**config.mk**
```make
export PLATFORM = sky130hd
export DESIGN_NAME = serial_sub_ctrl
export DESIGN_NICKNAME = d
export VERILOG_FILES = /design/src/rtl/serial_sub_pkg.sv /design/src/rtl/fsub_cell.sv /design/src/rtl/serial_sub_ctrl.sv
export SDC_FILE = /design/constraint.sdc
export NUM_CORES = 1
export LEC_CHECK = 0
export ABC_AREA = 1
export BUFFER_PORTS_ARGS = -buffer_cell sky130_fd_sc_hd__buf_2
export CAP_MARGIN = 20
export CORE_ASPECT_RATIO = 1.4
export CORE_MARGIN = 10
export CORE_UTILIZATION = 55
export DETAILED_ROUTE_END_ITERATION = 10
export PLACE_DENSITY = 0.75
export SKIP_CTS_REPAIR_TIMING = 1
export SLEW_MARGIN = 20
export SYNTH_ARGS = -nofsm -noshare
export SYNTH_HDL_FRONTEND = slang
export SYNTH_SLANG_ARGS = --single-unit
```
**constraint.sdc**
```tcl
create_clock -name clk -period 2.3 [get_ports clk]
set_input_delay 0.46 -clock clk [delete_from_list [all_inputs] [get_ports clk]]
set_output_delay 0.46 -clock clk [all_outputs]
set_load 0.02 [all_outputs]
```
**src/rtl/serial_sub_pkg.sv**
```systemverilog
// Shared types and constants for the bit-serial subtraction controller.
package serial_sub_pkg;

  localparam int SUB_W_DEFAULT = 8;

  typedef enum logic [1:0] {
    IDLE = 2'd0,
    RUN  = 2'd1,
    DONE = 2'd2
  } sub_state_t;

endpackage

```
**src/rtl/fsub_cell.sv**
```systemverilog
// Combinational one-bit full subtractor: diff = a - b - br, bout = borrow out.
module fsub_cell (
  input  logic a,
  input  logic b,
  input  logic br,
  output logic diff,
  output logic bout
);

  assign diff = a ^ b ^ br;
  assign bout = (~a & b) | (~(a ^ b) & br);

endmodule

```
**src/rtl/serial_sub_ctrl.sv**
```systemverilog
// Bit-serial W-bit subtractor controller driving one shared fsub_cell, LSB first.
// Build option: SERIAL_SUB_SAT_EN clamps d to zero when the final borrow is set.
//
// state | meaning
// IDLE  | waiting for start; operands, borrow and counter load on start
// RUN   | one bit per cycle through the cell; result registers update on the last bit
// DONE  | one-cycle done pulse, then back to IDLE
module serial_sub_ctrl
  import serial_sub_pkg::*;
#(
  parameter int W = SUB_W_DEFAULT
) (
  input  logic         clk,
  input  logic         rst,
  input  logic         start,
  input  logic [W-1:0] a,
  input  logic [W-1:0] b,
  input  logic         bin,
  output logic         busy,
  output logic         done,
  output logic [W-1:0] d,
  output logic         bo
);

  localparam int CW = $clog2(W);
  localparam logic [CW-1:0] CNT_LAST = CW'(W - 1);

  sub_state_t    state_q, state_d;
  logic [W-1:0]  a_sh_q, a_sh_d;
  logic [W-1:0]  b_sh_q, b_sh_d;
  logic [W-1:0]  res_q, res_d;
  logic [W-1:0]  d_q, d_d;
  logic [CW-1:0] cnt_q, cnt_d;
  logic          br_q, br_d;
  logic          bo_q, bo_d;
  logic          cell_diff, cell_bout;

  fsub_cell u_cell (
    .a    (a_sh_q[0]),
    .b    (b_sh_q[0]),
    .br   (br_q),
    .diff (cell_diff),
    .bout (cell_bout)
  );

  always_comb begin
    state_d = state_q;
    a_sh_d  = a_sh_q;
    b_sh_d  = b_sh_q;
    res_d   = res_q;
    d_d     = d_q;
    cnt_d   = cnt_q;
    br_d    = br_q;
    bo_d    = bo_q;

    case (state_q)
      IDLE: begin
        if (start) begin
          a_sh_d  = a;
          b_sh_d  = b;
          br_d    = bin;
          cnt_d   = '0;
          res_d   = '0;
          state_d = RUN;
        end
      end

      RUN: begin
        res_d  = {cell_diff, res_q[W-1:1]};
        a_sh_d = {1'b0, a_sh_q[W-1:1]};
        b_sh_d = {1'b0, b_sh_q[W-1:1]};
        br_d   = cell_bout;
        cnt_d  = cnt_q + CW'(1);
        if (cnt_q == CNT_LAST) begin
          // Hold the counter on the last bit so it cannot wrap when W is a power of two.
          cnt_d   = cnt_q;
          bo_d    = cell_bout;
`ifdef SERIAL_SUB_SAT_EN
          d_d     = cell_bout ? '0 : res_d;
`else
          d_d     = res_d;
`endif
          state_d = DONE;
        end
      end

      DONE: begin
        state_d = IDLE;
      end

      default: begin
        state_d = IDLE;
      end
    endcase
  end

  always_ff @(posedge clk) begin
    if (rst) begin
      state_q <= IDLE;
      a_sh_q  <= '0;
      b_sh_q  <= '0;
      res_q   <= '0;
      d_q     <= '0;
      cnt_q   <= '0;
      br_q    <= 1'b0;
      bo_q    <= 1'b0;
    end else begin
      state_q <= state_d;
      a_sh_q  <= a_sh_d;
      b_sh_q  <= b_sh_d;
      res_q   <= res_d;
      d_q     <= d_d;
      cnt_q   <= cnt_d;
      br_q    <= br_d;
      bo_q    <= bo_d;
    end
  end

  assign busy = (state_q == RUN);
  assign done = (state_q == DONE);
  assign d    = d_q;
  assign bo   = bo_q;

endmodule
```
; Yosys cells after proc, flatten, opt, wreduce, memory -nomap -nowiden
; Index checks and enable logic that the tools add are counted.
[totals]
regBits = 39
inputBits = 20
out_inout_bits = 11
elab_cells = 42
[classes]
add_sub_neg = 1
eq_ne = 6
n_mux = 14
bitwise = 7
reduce_logical = 6
[ops]
columns = op, n
row1 = $pmux W8 S2, 3
row2 = $mux W8, 3
row3 = $mux W3, 2
row4 = $pmux W3 S2, 1
row5 = $reduce_and A2 Y1, 3
row6 = $mux W2, 2
row7 = $ne A2 B2 Y1 const B, 2
row8 = $pmux W2 S2, 1
row9 = $add A3 B1 Y3 const B, 1
row10 = $eq A3 B3 Y1 const B, 1
row11 = $reduce_and A3 Y1, 1
row12 = $and A1 B1 Y1, 2
row13 = $eq A2 B1 Y1 const B, 1
row14 = $eq A2 B2 Y1 const B, 1
row15 = $logic_not A2 Y1, 1
row16 = $ne A2 B1 Y1 const B, 1
row17 = $not A1 Y1, 2
row18 = $pmux W1 S2, 1
row19 = $reduce_bool A2 Y1, 1
row20 = $xor A1 B1 Y1, 2
row21 = $mux W1, 1
row22 = $or A1 B1 Y1, 1

; Logic depth before layout (Yosys ltp)
; Gate-level depths: netlist (run 1).
[logic_depth]
ltp_word = 5
mapped_depth = 8
ltp_nobuf = 8

; Modules after synthesis
; From an unflattened synthesis (run 1), not the netlist that was laid out.
[hier_totals]
cells_unflattened = 268
area_unflattened_um2 = 1783.0
[modules_own_cells]
columns = mod, instances, cells_each, area_per_inst_um2, seq_area_each_um2
row1 = serial_sub_ctrl, 1, 264, 1751.7, 760.7
row2 = fsub_cell, 1, 4, 31.3, 0.0

; Least setup slack after synthesis (run 1)
; Ideal clock, no wire load.
[synth_path]
path_kind = flip-flop to output port
start = register state_q[0]
end = output busy
arrival_time_ns = 0.812
required_ns = 1.840
path_slack_ns = 1.028
stages_incl_launch_ff = 4
path_buffers = 1
cell_sequence = dfxtp_1 > inv_2 > nor2_4 > buf_6
[synth_via]
elab_chain_cells = 1
[synth_lines]
columns = item, line
row1 = from (decl), serial_sub_ctrl.sv:28  ; sub_state_t state_q, state_d;
row2 = from (signal assigned), serial_sub_ctrl.sv:108  ; state_q <= state_d;
row3 = $eq A2 B1 Y1, serial_sub_ctrl.sv:119  ; assign busy = (state_q == RUN);
row4 = to (decl), serial_sub_ctrl.sv:19  ; output logic busy,
; No other way between the ends.

; Worst setup path after layout (run 1)
; Same ends and word-level chain as after synthesis.

==> impl_metrics.sql, run 1 <==
INSERT INTO impl_metrics (metric_group, metric, value, unit) VALUES
('yosys', 'synth.largest_area_cell', 'sky130_fd_sc_hd__dfxtp_1', ''),
('yosys', 'synth_edf_count', '0', ''),
('power', 'pwr_density_cell', '755', 'nW/µm²'),
('yosys', 'synth.most_common_cell', 'sky130_fd_sc_hd__nand2_1', ''),
('floorplanning', 'start_util', '56.6', '%'),
('yosys', 'synth_mux_area_share', '0', '%'),
('clock_tree', 'reg_clk_slew_reported_paths', '0.07', 'ns'),
('timing', 'slew_violations', '0', ''),
('timing', 'relSlewSlack', '70.2', '%'),
('detailed_routing', 'drc_errors', '0', ''),
('global_routing', 'grt_usage', '14.1', '%'),
('clock_tree', 'cts_inserted_buffers', '5', ''),
('status', 'status', 'completed', ''),
('layout', 'num_antenna_cells', '0', ''),
('timing', 'min_period', '1.77', 'ns'),
('yosys', 'synth_compound_area_share', '9.96', '%'),
('clock_tree', 'clk-insertion-delay-late', '0.30', 'ns'),
('min_path', 'min-delay-path-class', 'primary input to register', ''),
('detailed_routing', 'wire_per_inst', '12.0', 'µm'),
('yosys', 'yosys-top-cells-area', 'sky130_fd_sc_hd__dfxtp_1 (48%), sky130_fd_sc_hd__nand2_1 (19%), sky130_fd_sc_hd__nor2_1 (9.2%)', ''),
('floorplanning', 'floorplan.io_pins', '31', ''),
('setup_path', 'max_stage_delay', '0.49', 'ns'),
('detailed_routing', 'route.antenna.remaining_nets', '0', ''),
('setup_path', 'worst-endpoint-required', '1.84', 'ns'),
('clock_tree', 'htree_levels', '2', ''),
('setup_path', 'arrival', '1.31', 'ns'),
('yosys', 'synth_nets', '248', ''),
('clock_tree', 'clockRootBuffer', 'sky130_fd_sc_hd__clkbuf_8', ''),
('power', 'power_switching_share', '24.1', '%'),
('layout', 'ratio_of_cells_with_drive_above_1_in_the_final_layout', '18.3', '%'),
('setup_path', 'crit_type', 'register to primary output', ''),
('floorplanning', 'die_w', '65.5', 'µm'),
('power', 'comb_power_share', '10.2', '%'),
('setup_path', 'timing.critical_path.to_type', 'primary output', ''),
('yosys', 'yosys_warnings', '0', ''),
('power', 'post-layout-total-power', '1.41', 'mW'),
('layout', 'nNetsFinal', '279', ''),
('yosys', 'asyncSetResetFlopFracSynth', '0', '%'),
('layout', 'regArea', '761', 'µm²'),
('power', 'power.net_switching', '0.339', 'mW'),
('global_routing', 'grt_first_pass_wirelength', '6210', 'µm'),
('yosys', 'yosys.area_share.adder', '2.82', '%'),
('yosys', 'yosys_register_bits', '38', ''),
('power', 'peakVddDrop', '610', 'µV'),
('yosys', 'yosysSeqAreaShare', '47.7', '%'),
('setup_path', 'cells_along_the_critical_path', 'inv_2 > nor2_4 > buf_2', ''),
('timing', 'hold_viol_final', '0', ''),
('setup_path', 'setup.worst_path.start_class', 'register', ''),
('yosys', 'synth.top_cells.by_count', 'sky130_fd_sc_hd__nand2_1 (81), sky130_fd_sc_hd__nor2_1 (39), sky130_fd_sc_hd__dfxtp_1 (38)', ''),
('floorplanning', 'die_area', '5480', 'µm²'),
('floorplanning', 'core', '2820', 'µm²'),
('power', 'internal_power', '1.07', 'mW'),
('power', 'cellLeakagePower', '0.907', 'nW'),
('yosys', 'distinct_cell_type_count_of_the_synthesized_netlist', '19', ''),
('detailed_routing', 'route.vias.total', '1440', ''),
('timing', 'setup_total_negative_slack', '0', 'ns'),
('layout', 'fill_cells', '290', ''),
('floorplanning', 'die_y', '83.7', 'µm'),
('timing', 'fin_skew', '0.00739', 'ns'),
('setup_path', 'path_buf_inv', '2', ''),
('yosys', 'commonest_register_cell_after_synthesis', 'sky130_fd_sc_hd__dfxtp_1', ''),
('placed_design', 'buffer_ports.inserted', '30', ''),
('yosys', 'synth_cells', '225', ''),
('placed_design', 'globalplace.congestion', '0.785', ''),
('timing', 'finish_stage_setup_viols', '0', ''),
('layout', 'multiInputGateArea', '744', 'µm²'),
('power', 'sequential_group_share_of_total_power', '50.2', '%'),
('timing', 'achievable-frequency', '564', 'MHz'),
('yosys', 'synth_area_per_cell', '7.09', 'µm²'),
('yosys', 'synth_simple_gate_area_share', '33.9', '%'),
('detailed_routing', 'dr.first_iter.drc_count', '56', '');
## layout make-up
class	count	area share, %
clock buffers	7	4.09
clock inverters	1	1.61
inverters	9	1.81
multi-input cells	169	39.9
flip-flops and latches	38	40.8
well taps	37	2.48
repair buffers	33	9.26
## through the flow
stage | setup WS, ns | cell area, µm² | hold WS, ns | util, %
finish | 0.526 | 1860 | 0.429 | 66.1
global route | 0.424 | 1860 | 0.438 | 66.1
CTS | 0.513 | 1860 | 0.430 | 66.1
detailed placement | 0.784 | 1760 | 0.457 | 62.3
global placement | 0.827 | 1760 | 0.454 | 62.3
floorplan | 1.03 | 1600 | 0.439 | -
## metal layers
layer	wire, µm	share of wire (%)	vias up	global-route usage (%)
li1	-	-	765	-
met1	1600	45	632	15.5
met2	1670	47	35	22.9
met3	194	5.5	8	5.38
met4	66	1.9	0	6.45
met5	0	0	-	0
## power by group through the flow
stage	sequential, mW	combinational, mW	clock [mW]
3_5_place_dp	0.721	0.145	0
5_1_grt	0.710	0.169	0.594
3_3_place_gp	0.720	0.143	0
4_1_cts	0.706	0.145	0.563
6_report	0.706	0.144	0.558
2_1_floorplan	0.717	0.110	0
## sequential cells by signal, summed over array words and instances (netlist names)
name,count
a_sh_q,8
b_sh_q,8
bo,1
br_q,1
cnt_q,3
d,8
res_q,7
state_q,2
## logic make-up (layout without fill, tap and decap cells)
logic type,Yosys count,after routing
simple gates,135,135
compound gates,31,31
buf+inv,18,50
flops,38,38
fa+ha+maj,3,3
## final timing paths
kind,from,endpoint,slack [ns],cells past startpoint
worst max-delay path,state_q[0],busy,0.53,3
worst max register to register,state_q[0],cnt_q[0],0.79,7
worst min-delay path,a[7],a_sh_q[7],0.43,3
worst min register to register,res_q[5],d[4],0.47,2
## worst reg2reg max path, delay by kind of cell (launching register included)
kind                   cells  cell delay [ns]
buffers and inverters      2             0.33
DFF                        1             0.49
and+or+nand+nor            5             0.62
## cells in the final DEF, fill, tap and decap left out, types with 2 or more instances in the layout
cell type,Yosys,layout
sky130_fd_sc_hd__a21oi_1,11,11
sky130_fd_sc_hd__clkbuf_8,0,5
sky130_fd_sc_hd__nand3_1,11,11
sky130_fd_sc_hd__o21ai_1,4,4
sky130_fd_sc_hd__nand2_1,81,81
sky130_fd_sc_hd__ha_1,2,2
sky130_fd_sc_hd__clkbuf_1,3,2
sky130_fd_sc_hd__nand2_2,2,2
sky130_fd_sc_hd__dfxtp_1,38,38
sky130_fd_sc_hd__buf_2,3,30
sky130_fd_sc_hd__inv_1,6,6
sky130_fd_sc_hd__o21ai_0,15,15
sky130_fd_sc_hd__buf_4,1,3
sky130_fd_sc_hd__inv_2,3,3
sky130_fd_sc_hd__nor2_1,39,39
(Power assumes the default switching activity.)
==> run 2, diff against run 1 <==
CORE_UTILIZATION = 48   (was 55)
PLACE_DENSITY = 0.7   (was 0.75)
clock period = 1.5 ns   (was 2.3 ns; I/O delays follow)
==> impl_metrics.sql, run 2 (same netlist as run 1, synthesis figures left out) <==
INSERT INTO impl_metrics (metric_group, metric, value, unit) VALUES
('layout', 'ratio_of_cells_with_drive_above_1_in_the_final_layout', '21.5', '%'),
('min_path', 'hold_path_startpoint', 'a[7]', ''),
('placed_design', 'post_dp_cell_area', '1810', 'µm²'),
('setup_path', 'rrSetupSlack', '0.18', 'ns'),
('global_routing', 'grt_start_max_net_pins', '25', ''),
('detailed_routing', 'wl_met3', '222', 'µm'),
('setup_path', 'ff2ff_path_depth', '8', ''),
('setup_path', 'crit_type', 'register to primary output', ''),
('setup_path', 'max_stage_delay', '0.43', 'ns'),
('timing', 'finalWorstSetupSlack', '0.116', 'ns'),
('placed_design', 'place.detailed.hpwl', '2590', 'µm'),
('clock_tree', 'htree_levels', '2', ''),
('floorplanning', 'start_util', '50.6', '%'),
('timing', 'relSlewSlack', '79.1', '%'),
('placed_design', 'globalplace.congestion', '0.816', ''),
('layout', 'nNetsFinal', '287', ''),
('layout', 'area.growth.synth_to_final', '22.0', '%'),
('detailed_routing', 'drt-vias-per-instance', '4.88', ''),
('detailed_routing', 'route.antenna.remaining_nets', '0', ''),
('setup_path', 'setup.worst_path.start_class', 'register', ''),
('placed_design', 'dp_worst_setup_slack', '0.191', 'ns'),
('detailed_routing', 'topRoutingLayerUsed', 'met4', ''),
('status', 'status', 'completed', ''),
('power', 'pwr_density_cell', '1130', 'nW/µm²'),
('timing', 'layout_worst_path_cycle_share', '92.3', '%'),
('global_routing', 'grt_first_pass_wirelength', '6190', 'µm'),
('power', 'power.net_switching', '0.546', 'mW'),
('layout', 'final_cell_mix', 'sky130_fd_sc_hd__nand2_1 (81), sky130_fd_sc_hd__nor2_1 (39), sky130_fd_sc_hd__dfxtp_1 (38)', ''),
('timing', 'setup_total_negative_slack', '0', 'ns'),
('clock_tree', 'clk-insertion-delay-late', '0.29', 'ns'),
('timing', 'min_period', '1.38', 'ns'),
('timing', 'worst_hold_slack', '0.257', 'ns'),
('power', 'internal_power', '1.66', 'mW'),
('min_path', 'min-delay-path-class', 'primary input to register', ''),
('timing', 'grt_setup_unrepaired', 'false', ''),
('timing', 'fin_skew', '0.00763', 'ns'),
('floorplanning', 'fp-row-count', '24', ''),
('floorplanning', 'die_w', '68.7', 'µm'),
('floorplanning', 'floorplan.io_pins', '31', ''),
('detailed_routing', 'detail_route.wirelength', '3640', 'µm'),
('global_routing', 'grt_usage', '12.9', '%'),
('layout', 'final_common_cell', 'sky130_fd_sc_hd__nand2_1', ''),
('clock_tree', 'cts-root-to-sink-buffers', '2', ''),
('detailed_routing', 'wire_per_inst', '12.0', 'µm'),
('global_routing', 'globalRouteOverflowTotal', '0', ''),
('setup_path', 'timing.critical_path.slowest_stage_cell', 'sky130_fd_sc_hd__dfxtp_1', ''),
('floorplanning', 'core', '3150', 'µm²'),
('global_routing', 'first_global_vias', '1463', ''),
('layout', 'post-route-util', '61.7', '%'),
('clock_tree', 'cts_inserted_buffers', '5', ''),
('clock_tree', 'cts_sinks', '38', ''),
('detailed_routing', 'route.met2.wl', '1740', 'µm'),
('setup_path', 'arrival', '1.08', 'ns'),
('setup_path', 'path_buf_inv', '2', ''),
('min_path', 'whs_path_depth', '3', ''),
('detailed_routing', 'drt_first_pass_iters', '4', ''),
('clock_tree', 'tritoncts_clock_tree', 'yes', ''),
('setup_path', 'path_max_fanout', '5', ''),
('detailed_routing', 'route.vias.total', '1485', ''),
('power', 'comb_power_share', '11.5', '%'),
('timing', 'achievable-frequency', '722', 'MHz'),
('clock_tree', 'clockRootBuffer', 'sky130_fd_sc_hd__clkbuf_8', ''),
('detailed_routing', 'met1_length', '1600', 'µm'),
('power', 'peakVddDrop', '971', 'µV'),
('timing', 'hold_viol_final', '0', ''),
('power', 'power_switching_share', '24.8', '%'),
('power', 'share_clk_of_total_power', '39.5', '%'),
('timing', 'worst_slew_pin_slew', '0.314', 'ns'),
('detailed_routing', 'dr.first_iter.drc_count', '67', ''),
('setup_path', 'crit_family', 'flip-flops', ''),
('power', 'sequential_group_share_of_total_power', '48.9', '%'),
('job', 'cap_violations', '0', ''),
('placed_design', 'buffer_ports.inserted', '30', ''),
('timing', 'slew_violations', '0', ''),
('clock_tree', 'reg_clk_slew_reported_paths', '0.08', 'ns'),
('setup_path', 'worst-endpoint-required', '1.20', 'ns'),
('layout', 'fill_cells', '317', ''),
('setup_path', 'timing.critical_path.to_type', 'primary output', ''),
('setup_path', 'critical_path.reg2reg.startpoint', 'cnt_q[0]', ''),
('power', 'cellLeakagePower', '0.947', 'nW'),
('floorplanning', 'die_y', '88.2', 'µm'),
('global_routing', 'grt_antenna_before_repair', '0', ''),
('layout', 'fin_area', '1950', 'µm²'),
('timing', 'finish_stage_setup_viols', '0', ''),
('setup_path', 'cells_along_the_critical_path', 'inv_2 > nor2_1 > buf_2', ''),
('setup_path', 'reg2reg_to', 'd[5]', ''),
('detailed_routing', 'drc_errors', '0', ''),
('min_path', 'hold_path_end', 'a_sh_q[7]', ''),
('floorplanning', 'die_area', '6060', 'µm²'),
('layout', 'num_antenna_cells', '0', '');
-- run 2: cell types whose count changed in the layout (fill, tap and decap cells not counted) --
cell | before | now
sky130_fd_sc_hd__buf_12 | 0 | 1
sky130_fd_sc_hd__buf_4 | 3 | 10
sky130_fd_sc_hd__clkbuf_1 | 2 | 0
sky130_fd_sc_hd__clkinvlp_4 | 0 | 2
-- run 2: stage by stage --
stage | cells | power [mW]
after detailed placement | 293 | 1.35
after global routing | 304 | 2.32
final | 304 | 2.20
after global placement | 293 | 1.35
after floorplan | 225 | 1.27
after CTS | 301 | 2.21
-- run 2: power groups by stage --
stage / logic [mW] / clock network, mW / registers [mW]
2_1_floorplan: 0.168 / 0 / 1.10
3_3_place_gp: 0.246 / 0 / 1.10
3_5_place_dp: 0.248 / 0 / 1.10
4_1_cts: 0.249 / 0.882 / 1.08
5_1_grt: 0.296 / 0.939 / 1.08
6_report: 0.254 / 0.871 / 1.08
-- run 2: worst max path at each step --
stage / start / endpoint / slack (ns) / cells after the start
2_1_floorplan: cnt_q[0] / cnt_q[0] / 0.35 / 6
3_3_place_gp: cnt_q[0] / d[5] / 0.23 / 8
3_5_place_dp: cnt_q[0] / d[5] / 0.19 / 8
4_1_cts: state_q[0] / busy / -0.06 / 3
5_1_grt: state_q[1] / done / 0.04 / 3
6_report: state_q[1] / done / 0.12 / 3
-- run 2: routing by layer --
metal	global-route usage, %	vias to the layer above
met5	0	-
met4	5.58	0
met3	4.18	7
met2	21.5	32
met1	14.6	666
li1	-	780
-- run 2: layout make-up --
cell class | count | area (µm²) | share of cell area [%]
flip-flops and latches | 38 | 761 | 39.1
inverters | 9 | 33.8 | 1.74
clock inverters | 3 | 45.0 | 2.31
repair buffers | 41 | 245 | 12.6
clock buffers | 5 | 68.8 | 3.53
multi-input cells | 169 | 744 | 38.2
well taps | 39 | 48.8 | 2.51
-- run 2: worst min-delay path, delay by kind of cell --
family	cells	cell delay, ns
and+or+nand+nor	1	0.05
AOI/OAI and AO/OA	1	0.05
buffers and inverters	1	0.10
